[config.mk]
export PLATFORM = sky130hd
export DESIGN_NAME = uart_tx_flat
export DESIGN_NICKNAME = d
export VERILOG_FILES = /design/src/rtl/uart_pkg.sv /design/src/rtl/uart_if.sv /design/src/rtl/uart_baud_gen.sv /design/src/rtl/uart_tx.sv /design/src/flat_wrapper.sv
export SDC_FILE = /design/constraint.sdc
export NUM_CORES = 1
export LEC_CHECK = 0
export ABC_AREA = 1
export CAP_MARGIN = 20
export CELL_PAD_IN_SITES_DETAIL_PLACEMENT = 1
export CELL_PAD_IN_SITES_GLOBAL_PLACEMENT = 1
export CORE_UTILIZATION = 46
export CTS_CLUSTER_SIZE = 20
export DETAILED_ROUTE_END_ITERATION = 7
export PLACE_DENSITY = 0.87
export SKIP_CTS_REPAIR_TIMING = 1
export SYNTH_ARGS = -nofsm -noshare
export SYNTH_HDL_FRONTEND = slang
export SYNTH_HIERARCHICAL = 1
export SYNTH_SLANG_ARGS = --single-unit
[constraint.sdc]
create_clock -name clk -period 5.23 [get_ports clk]
set_input_delay 1.046 -clock clk [delete_from_list [all_inputs] [get_ports clk]]
set_output_delay 1.046 -clock clk [all_outputs]
set_load 0.01 [all_outputs]
[src/rtl/uart_pkg.sv]
`default_nettype none
// ============================================================================
// Module   : uart_pkg
// Purpose  : Frame-format encodings and baud arithmetic shared by TX and RX.
// Revision : 1.0 - initial release
// ============================================================================
package uart_pkg;

  typedef enum logic [2:0] {
    ST_IDLE   = 3'd0,
    ST_START  = 3'd1,
    ST_DATA   = 3'd2,
    ST_PARITY = 3'd3,
    ST_STOP   = 3'd4
  } state_t;

  localparam logic c_PARITY_EVEN = 1'b0;
  localparam logic c_PARITY_ODD  = 1'b1;

  // Truncating division: the small rate error is accepted by both ends.
  function automatic int clks_per_bit(input int clk_freq, input int baud);
    return clk_freq / baud;
  endfunction

endpackage
`default_nettype wire

[src/rtl/uart_if.sv]
`default_nettype none
// ============================================================================
// Module   : uart_if
// Purpose  : Byte handshake and frame-format controls into the UART transmitter.
// Revision : 1.0 - initial release
// ============================================================================
interface uart_if #(
  parameter int DATA_W = 8
) ();

  logic [DATA_W-1:0] tx_data;
  logic              tx_valid;
  logic              tx_ready;
  logic              parity_en;
  logic              parity_odd;
  logic              two_stop;

  modport master (
    output tx_data, tx_valid, parity_en, parity_odd, two_stop,
    input  tx_ready
  );

  modport slave (
    input  tx_data, tx_valid, parity_en, parity_odd, two_stop,
    output tx_ready
  );

endinterface
`default_nettype wire

[src/rtl/uart_baud_gen.sv]
`default_nettype none
// ============================================================================
// Module   : uart_baud_gen
// Purpose  : Bit-time counter; bit_done marks the last cycle of each bit time.
// Revision : 1.0 - initial release
// ============================================================================
module uart_baud_gen #(
  parameter int CLKS_PER_BIT = 434
) (
  input  logic clk,
  input  logic rst,
  input  logic clear,
  output logic bit_done
);

  localparam int                 c_CNT_W = (CLKS_PER_BIT > 1) ? $clog2(CLKS_PER_BIT) : 1;
  localparam logic [c_CNT_W-1:0] c_LAST  = c_CNT_W'(CLKS_PER_BIT - 1);

  logic [c_CNT_W-1:0] r_cnt;

  always_ff @(posedge clk or negedge rst) begin
    if (!rst) begin
      r_cnt <= '0;
    end else if (clear || bit_done) begin
      r_cnt <= '0;
    end else begin
      r_cnt <= r_cnt + 1'b1;
    end
  end

  assign bit_done = (r_cnt == c_LAST);

endmodule
`default_nettype wire

[src/rtl/uart_tx.sv]
`default_nettype none
// ============================================================================
// Module   : uart_tx
// Purpose  : 8N1/8E1/8O1 (+optional 2nd stop) serializer with a one-byte holding
//            register for gapless back-to-back frames.
// Revision : 1.0 - initial release
// ============================================================================
module uart_tx
  import uart_pkg::*;
#(
  parameter int CLK_FREQ = 50_000_000,
  parameter int BAUD     = 115200,
  parameter int DATA_W   = 8
) (
  input  logic     clk,
  input  logic     rst,
  uart_if.slave    bus,
  output logic     Tx_out,
  output logic     busy
);

  localparam int                 c_CLKS_PER_BIT = clks_per_bit(CLK_FREQ, BAUD);
  localparam int                 c_IDX_W        = (DATA_W > 1) ? $clog2(DATA_W) : 1;
  localparam logic [c_IDX_W-1:0] c_IDX_LAST     = c_IDX_W'(DATA_W - 1);

  state_t              r_state;
  logic [DATA_W-1:0]   r_shift;
  logic [DATA_W-1:0]   r_hold_data;
  logic                r_hold_full;
  logic                r_par_en;
  logic                r_two_stop;
  logic                r_parity;
  logic                r_stop_second;
  logic [c_IDX_W-1:0]  r_bit_idx;

  logic                w_bit_done;
  logic                w_accept;
  logic                w_end_frame;
  logic                w_load;
  logic [DATA_W-1:0]   w_load_data;

  assign bus.tx_ready = !r_hold_full;
  assign w_accept     = bus.tx_valid && !r_hold_full;
  assign w_end_frame  = (r_state == ST_STOP) && w_bit_done && (!r_two_stop || r_stop_second);
  // The shifter is (re)loaded either from the idle line or at the final stop cycle.
  assign w_load       = ((r_state == ST_IDLE) && (w_accept || r_hold_full)) ||
                        (w_end_frame && r_hold_full);
  assign w_load_data  = r_hold_full ? r_hold_data : bus.tx_data;

  uart_baud_gen #(
    .CLKS_PER_BIT (c_CLKS_PER_BIT)
  ) u_baud (
    .clk      (clk),
    .rst      (rst),
    .clear    (w_load),
    .bit_done (w_bit_done)
  );

  always_ff @(posedge clk or negedge rst) begin
    if (!rst) begin
      r_state       <= ST_IDLE;
      r_shift       <= '0;
      r_hold_data   <= '0;
      r_hold_full   <= 1'b0;
      r_par_en      <= 1'b0;
      r_two_stop    <= 1'b0;
      r_parity      <= 1'b0;
      r_stop_second <= 1'b0;
      r_bit_idx     <= '0;
      Tx_out        <= 1'b1;
      busy          <= 1'b0;
    end else begin
      if (w_accept && (r_state != ST_IDLE)) begin
        r_hold_data <= bus.tx_data;
        r_hold_full <= 1'b1;
      end else if (w_load && r_hold_full) begin
        r_hold_full <= 1'b0;
      end

      if (w_load) begin
        r_state       <= ST_START;
        r_shift       <= w_load_data;
        r_parity      <= (^w_load_data) ^ (bus.parity_odd == c_PARITY_ODD);
        r_par_en      <= bus.parity_en;
        r_two_stop    <= bus.two_stop;
        r_stop_second <= 1'b0;
        r_bit_idx     <= '0;
        Tx_out        <= 1'b0;
        busy          <= 1'b1;
      end else if (w_bit_done) begin
        case (r_state)
          ST_START: begin
            r_state <= ST_DATA;
            Tx_out  <= r_shift[0];
          end
          ST_DATA: begin
            if (r_bit_idx == c_IDX_LAST) begin
              if (r_par_en) begin
                r_state <= ST_PARITY;
                Tx_out  <= r_parity;
              end else begin
                r_state <= ST_STOP;
                Tx_out  <= 1'b1;
              end
            end else begin
              r_bit_idx <= r_bit_idx + 1'b1;
              r_shift   <= r_shift >> 1;
              Tx_out    <= r_shift[1];
            end
          end
          ST_PARITY: begin
            r_state <= ST_STOP;
            Tx_out  <= 1'b1;
          end
          ST_STOP: begin
            if (r_two_stop && !r_stop_second) begin
              r_stop_second <= 1'b1;
            end else begin
              r_state <= ST_IDLE;
              busy    <= 1'b0;
            end
          end
          default: begin
            r_state <= ST_IDLE;
          end
        endcase
      end
    end
  end

endmodule
`default_nettype wire

[src/flat_wrapper.sv]
// flat-port wrapper written by rule: the top's interface ports become plain ports
module uart_tx_flat import uart_pkg::*;
#(
  parameter int CLK_FREQ = 50_000_000,
  parameter int BAUD     = 115200,
  parameter int DATA_W   = 8
)
  (clk, rst, Tx_out, busy, bus_tx_data, bus_tx_valid, bus_parity_en, bus_parity_odd, bus_two_stop, bus_tx_ready);
  uart_if #(.DATA_W(DATA_W)) bus_i ();
  input  logic clk;
  input  logic rst;
  output logic Tx_out;
  output logic busy;
  input wire logic [$bits(bus_i.tx_data)-1:0] bus_tx_data;
  input wire logic [$bits(bus_i.tx_valid)-1:0] bus_tx_valid;
  input wire logic [$bits(bus_i.parity_en)-1:0] bus_parity_en;
  input wire logic [$bits(bus_i.parity_odd)-1:0] bus_parity_odd;
  input wire logic [$bits(bus_i.two_stop)-1:0] bus_two_stop;
  output wire logic [$bits(bus_i.tx_ready)-1:0] bus_tx_ready;
  assign bus_i.tx_data = bus_tx_data;
  assign bus_i.tx_valid = bus_tx_valid;
  assign bus_i.parity_en = bus_parity_en;
  assign bus_i.parity_odd = bus_parity_odd;
  assign bus_i.two_stop = bus_two_stop;
  assign bus_tx_ready = bus_i.tx_ready;
  uart_tx #(.CLK_FREQ(CLK_FREQ), .BAUD(BAUD), .DATA_W(DATA_W)) u_core (.clk(clk), .rst(rst), .bus(bus_i), .Tx_out(Tx_out), .busy(busy));
endmodule
; ---- Word level (Yosys, flattened, before mapping)
; Index checks and enable logic that the tools add are counted.
[op_classes]
mux = 31
n_addsub = 2
n_eq_ne = 10
n_reduce_logical = 29
bitwise_logic = 1
[op_table]
columns = op, count
row1 = 8-bit two-way mux, 5
row2 = 3-bit two-way mux, 9
row3 = 1-bit two-way mux, 14
row4 = 3-bit one-hot mux with 4 select lines, 1
row5 = 3-bit AND reduction, 4
row6 = 2-bit nonzero test, 5
row7 = 9-bit by 1-bit adder with 9-bit output (second input constant), 1
row8 = 9-bit == test (second input constant), 1
row9 = 9-bit two-way mux, 1
row10 = 1-bit logical AND, 8
row11 = 8-bit parity, 1
row12 = 3-bit by 2-bit == test with 1-bit output (second input constant), 2
row13 = 3-bit == test (second input constant), 2
row14 = 1-bit logical OR, 4
row15 = 2-bit inequality test (second input constant), 2
row16 = 4-bit nonzero test, 1
row17 = 3-bit by 1-bit adder with 3-bit output (second input constant), 1
row18 = 3-bit by 1-bit == test with 1-bit output (second input constant), 1
row19 = 1-bit zero test, 3
row20 = 3-bit zero test, 1
row21 = 3-bit by 2-bit inequality test with 1-bit output (second input constant), 1
row22 = 3-bit inequality test (second input constant), 1
row23 = 1-bit one-hot mux with 3 select lines, 1
row24 = 3-bit nonzero test, 1
row25 = other kinds (2), 2
[word_totals]
reg_bits = 38
out_inout_bits = 3
elab_cells = 85

; ---- Depth between registers and ports, before layout
[depth]
word_depth = 8
mapped_depth = 14

; ---- Cells and area by module
; Netlist, hierarchy kept.
[by_module_without_submodules]
columns = mod, cells_each, area_each_um2, n_inst
row1 = uart_tx, 226, 1672.9, 1
row2 = uart_baud_gen, 68, 503.0, 1

; ---- Least setup slack after synthesis
; Ideal clock, no wire load.
[synth_timing]
kind = input to register
start = in bus_tx_valid
end = reg u_core.u_baud.r_cnt[3]
setup_time_ns = 0.121
path_slack_ns = 3.308
arrival_ns = 1.801
t_required_ns = 5.109
cell_stages = 8
n_path_buf = 1
path_cell_list = inv_1 > o21ai_1 > nand2_4 > inv_4 > buf_6 > inv_1 > nand2_2 > nor2_1
[synth_between]
elab_chain_cells = 6
[synth_rtl]
columns = element, line_no
row1 = "start, declared", flat_wrapper.sv:15  ; input wire logic [$bits(bus_i.tx_valid)-1:0] bus_tx_valid;
row2 = 1-bit logical AND, uart_tx.sv:43  ; assign w_accept = bus.tx_valid && !r_hold_full;
row3 = 1-bit logical OR, uart_tx.sv:46  ; assign w_load = ((r_state == ST_IDLE) && (w_accept || r_hold_full)) ||
row4 = 1-bit logical AND, uart_tx.sv:46
row5 = 1-bit logical OR, uart_tx.sv:46
row6 = named net u_core.w_load, uart_tx.sv:39  ; logic w_load;
row7 = 1-bit logical OR, uart_baud_gen.sv:24  ; end else if (clear || bit_done) begin
row8 = 9-bit two-way mux, uart_baud_gen.sv:24
row9 = "end signal, assigned", uart_baud_gen.sv:27  ; r_cnt <= r_cnt + 1'b1;
row10 = "end, declared", uart_baud_gen.sv:19  ; logic [c_CNT_W-1:0] r_cnt;
; The timed path passes the listed nets, and every way through them passes these cells.
; A chain may end at the register's enable or synchronous reset.

; ---- Worst setup path after layout
[layout_timing]
start = reg u_core.r_hold_full
end = out bus_tx_ready
[layout_between]
elab_chain_cells = 1
[layout_rtl]
columns = element, line_no
row1 = "start, declared", uart_tx.sv:29  ; logic r_hold_full;
row2 = "start signal, assigned", uart_tx.sv:64  ; r_hold_full <= 1'b0;
row3 = "start signal, assigned", uart_tx.sv:75  ; r_hold_full <= 1'b1;
row4 = "start signal, assigned", uart_tx.sv:77  ; r_hold_full <= 1'b0;
row5 = 1-bit zero test, uart_tx.sv:42  ; assign bus.tx_ready = !r_hold_full;
row6 = "end, declared", flat_wrapper.sv:19  ; output wire logic [$bits(bus_i.tx_ready)-1:0] bus_tx_ready;
; No other way between the ends.

==> summary.txt <==
Detailed routing
  • Number of DRC markers in iteration 0: 67
  • Drt drc: 0
  • Antenna violation net count after detailed routing: 0
  • Via count: 1,845
  • Detailed-route vias per instance: approximately 5.1
  • Final wirelength: 4790 um
  • Drt pass-1 iters: 6
  • Wire length per cell: 13.2 um

Pwr
  • Seq pwr share: 56.4%
  • Sw power: ~0.11 mW
  • Logic pwr share: approximately 3.6%
  • Max VDD drop: 0.161 mV
  • Switching part of the total: 21.4%
  • Internal power: 0.409 mW
  • Clk pwr share: 40.0%
  • Leak pwr: 1.22 nW
  • Pwr dens: about 210 nW/um^2

Placement
  • Dpl hpwl: 3720 um
  • Cells after DPL: 356
  • Number of I/O port buffers: 16
  • Cell Area, Placed: 2340 sq um
  • GPL Wtd Cong: 0.839

GRT
  • Grt ovf: 0
  • Largest net degree at the start of global routing: 39
  • Global-route wire length before repair: 8450 um
  • Vias in the first global route: 1,836
  • All-Layer GR Usage: 21.9%
  • Initial antenna violation count: 0

Hold path
  • Hold Crit Endpoint: u_core/r_hold_data[0]
  • WHS Path Cells: 2
  • Hold_sp: u_core/r_hold_data[0]
  • Hold Crit Class: reg2reg

Finish
  • Area Growth Syn to Fin: 11.6%
  • Sequential cell area: 952 sq um
  • N_diodes: 0
  • Share of layout cells above drive strength 1: 11.2%
  • Final nets: around 330
  • Fin area: 2430 sq um
  • Final std cells w/o fill: around 360
  • Footprint of the multi-input gates: 977 sq um
  • Filler instances: slightly below 600

Worst setup path
  • CP Class: reg2out
  • Crit path from: u_core/r_hold_full
  • Critical path fanouts, max: 17
  • R2r startpoint: u_core/u_baud/r_cnt[0]
  • Worst r2r path cells: 12
  • CP arrival: 1.74 ns
  • Setup crit end kind: output port
  • RR Endpoint: u_core/u_baud/r_cnt[8]
  • R2R setup slack: between 3 and 4 ns
  • Critical Path RT: 4.18 ns
  • Crit start category: register

Floorplanning
  • Die area: approximately 5000 sq um
  • Initial Util: 49.0%
  • Die Span Y: slightly above 70 um
  • Die W: 70.8 um
  • Core ar.: 4440 sq um
  • Row count: 24
  • IO Count: 17

Synthesis
  • Warnings, synthesis: 6
  • Syn_nets: approximately 310
  • Syn Inst Count: 294
  • Flops & latches, synth: 38
  • Post-synthesis cell type count: 31
  • Sequential share of the synthesized area: 43.8%
  • Syn avg cell area: 7.40 sq um
  • Synthesized cell area: 2180 sq um

Clock network
  • CTS tree: built
  • CTS sink cnt: 38
  • CTS Buffer Depth: 2
  • Clock Latency Late Sink: between 0.2 and 0.3 ns
  • Clock transition at path regs: 0.07 ns
  • Root Driver: clkbuf_8
  • # H-tree levels: 2
  • Total CTS buffers: 5

STA
  • Tcrit/Tclk final: 53.4%
  • Worst hold slack: 0.488 ns
  • Slew @ Worst Pin: around 0.85 ns
  • Final Hold Fails: 0
  • Final setup violating endpoints: 0
  • Final setup TNS: 0 ns
  • Clock skew: 0.00884 ns
  • Fin crit period: 2.79 ns
  • Maximum clock frequency: 0.358 GHz
  • Final Slew Violations: 0
  • Worst relative slew slack: between 40% and 50%
  • RSZ-0062 raised after global routing: no

Status
  • Status: finished, final reports clean

Job
  • Max Cap Viol: 0
area by class of cell:
cell class / count / area share, %
clock buffer: 7 / 3.56
inverter: 49 / 7.68
clock inverter: 1 / 0.206
multi-input combinational: 201 / 40.3
timing repair buffer: 16 / 6.39
tap: 52 / 2.68
sequential: 38 / 39.2
cells in the mapped netlist (all sizes together):
master	count	share of area, %
a31oi	1	0.29
xnor2	2	0.81
ha	4	2.3
o22ai	2	0.86
nand2	107	20
buf	5	2.6
nor3	2	0.46
a21oi	9	2.4
nor2	27	5.3
clkbuf	1	0.17
o21ai	25	6.1
nand3b	1	0.52
inv	48	8.4
clkinv	1	0.17
dfrtp	37	43
a22oi	2	0.69
xor2	2	0.81
nand3	15	3.9
o221ai	2	0.81
dfstp	1	1.2
critical path, stage by stage, from the launching register on:
cell and delay [ns]:
dfrtp_1 0.70, inv_2 0.22, clkdlybuf4s50_1 0.53
power groups by stage:
stage	Clock, mW	Combinational [mW]	Sequential [mW]
after global placement	0	0.0190	0.299
after detailed placement	0	0.0196	0.299
after CTS	0.215	0.0196	0.294
final	0.208	0.0188	0.294
after global routing	0.228	0.0214	0.294
after floorplan	0	0.00271	0.299
sequential cells by signal, summed over array words and instances (netlist names):
signal,count
u_core/r_hold_full,1
u_core/busy,1
u_core/Tx_out,1
u_core/r_shift,8
u_core/r_stop_second,1
u_core/r_two_stop,1
u_core/r_par_en,1
u_core/r_hold_data,8
u_core/r_bit_idx,3
u_core/r_state,3
u_core/u_baud/r_cnt,9
u_core/r_parity,1
how the worst max path moves through the flow:
stage | endpoint | cells past startpoint | slack [ns]
after global routing | bus_tx_ready | 2 | 2.34
after CTS | bus_tx_ready | 2 | 2.41
after floorplan | u_core/u_baud/r_cnt[3] | 8 | 3.31
final | bus_tx_ready | 2 | 2.44
after global placement | u_core/u_baud/r_cnt[3] | 8 | 2.67
after detailed placement | u_core/u_baud/r_cnt[8] | 8 | 2.61
per-stage QoR:
| stage | total power [mW] | util [%] | setup WS, ns |
|---|---|---|---|
| 2_1_floorplan | 0.302 | - | 3.31 |
| 3_3_place_gp | 0.318 | 52.6 | 2.67 |
| 3_5_place_dp | 0.319 | 52.6 | 2.61 |
| 4_1_cts | 0.528 | 54.6 | 2.41 |
| 5_1_grt | 0.543 | 54.6 | 2.34 |
| 6_report | 0.520 | 54.6 | 2.44 |
layer usage:
metal	global-route usage [%]	up-vias	share of wire (%)
li1	-	937	-
met1	27.9	875	47
met2	37.5	28	49
met3	5.27	5	2.9
met4	5.56	0	0.81
met5	0	-	0
cell families after synthesis:
| logic type | synth area share, % |
|---|---|
| AOI/OAI and AO/OA | 11.2 |
| xor gates and xnor gates | 1.61 |
| adders and majority gates | 2.30 |
| buffers and inverters | 11.3 |
| DFF | 43.8 |
| and+or+nand+nor | 29.8 |
cells in the final DEF (no fill, tap or decap), drive strengths merged:
cell type      instances
nand3b                 1
nand2                107
o221ai                 2
a31oi                  1
xor2                   2
inv                   48
a21oi                  9
clkinv                 2
o21ai                 25
dfrtp                 37
xnor2                  2
clkbuf                 7
ha                     4
nor3                   2
o22ai                  2
nor2                  27
nand3                 15
buf                    1
dfstp                  1
a22oi                  2
clkdlybuf4s50         15
(Power assumes the default switching activity.)
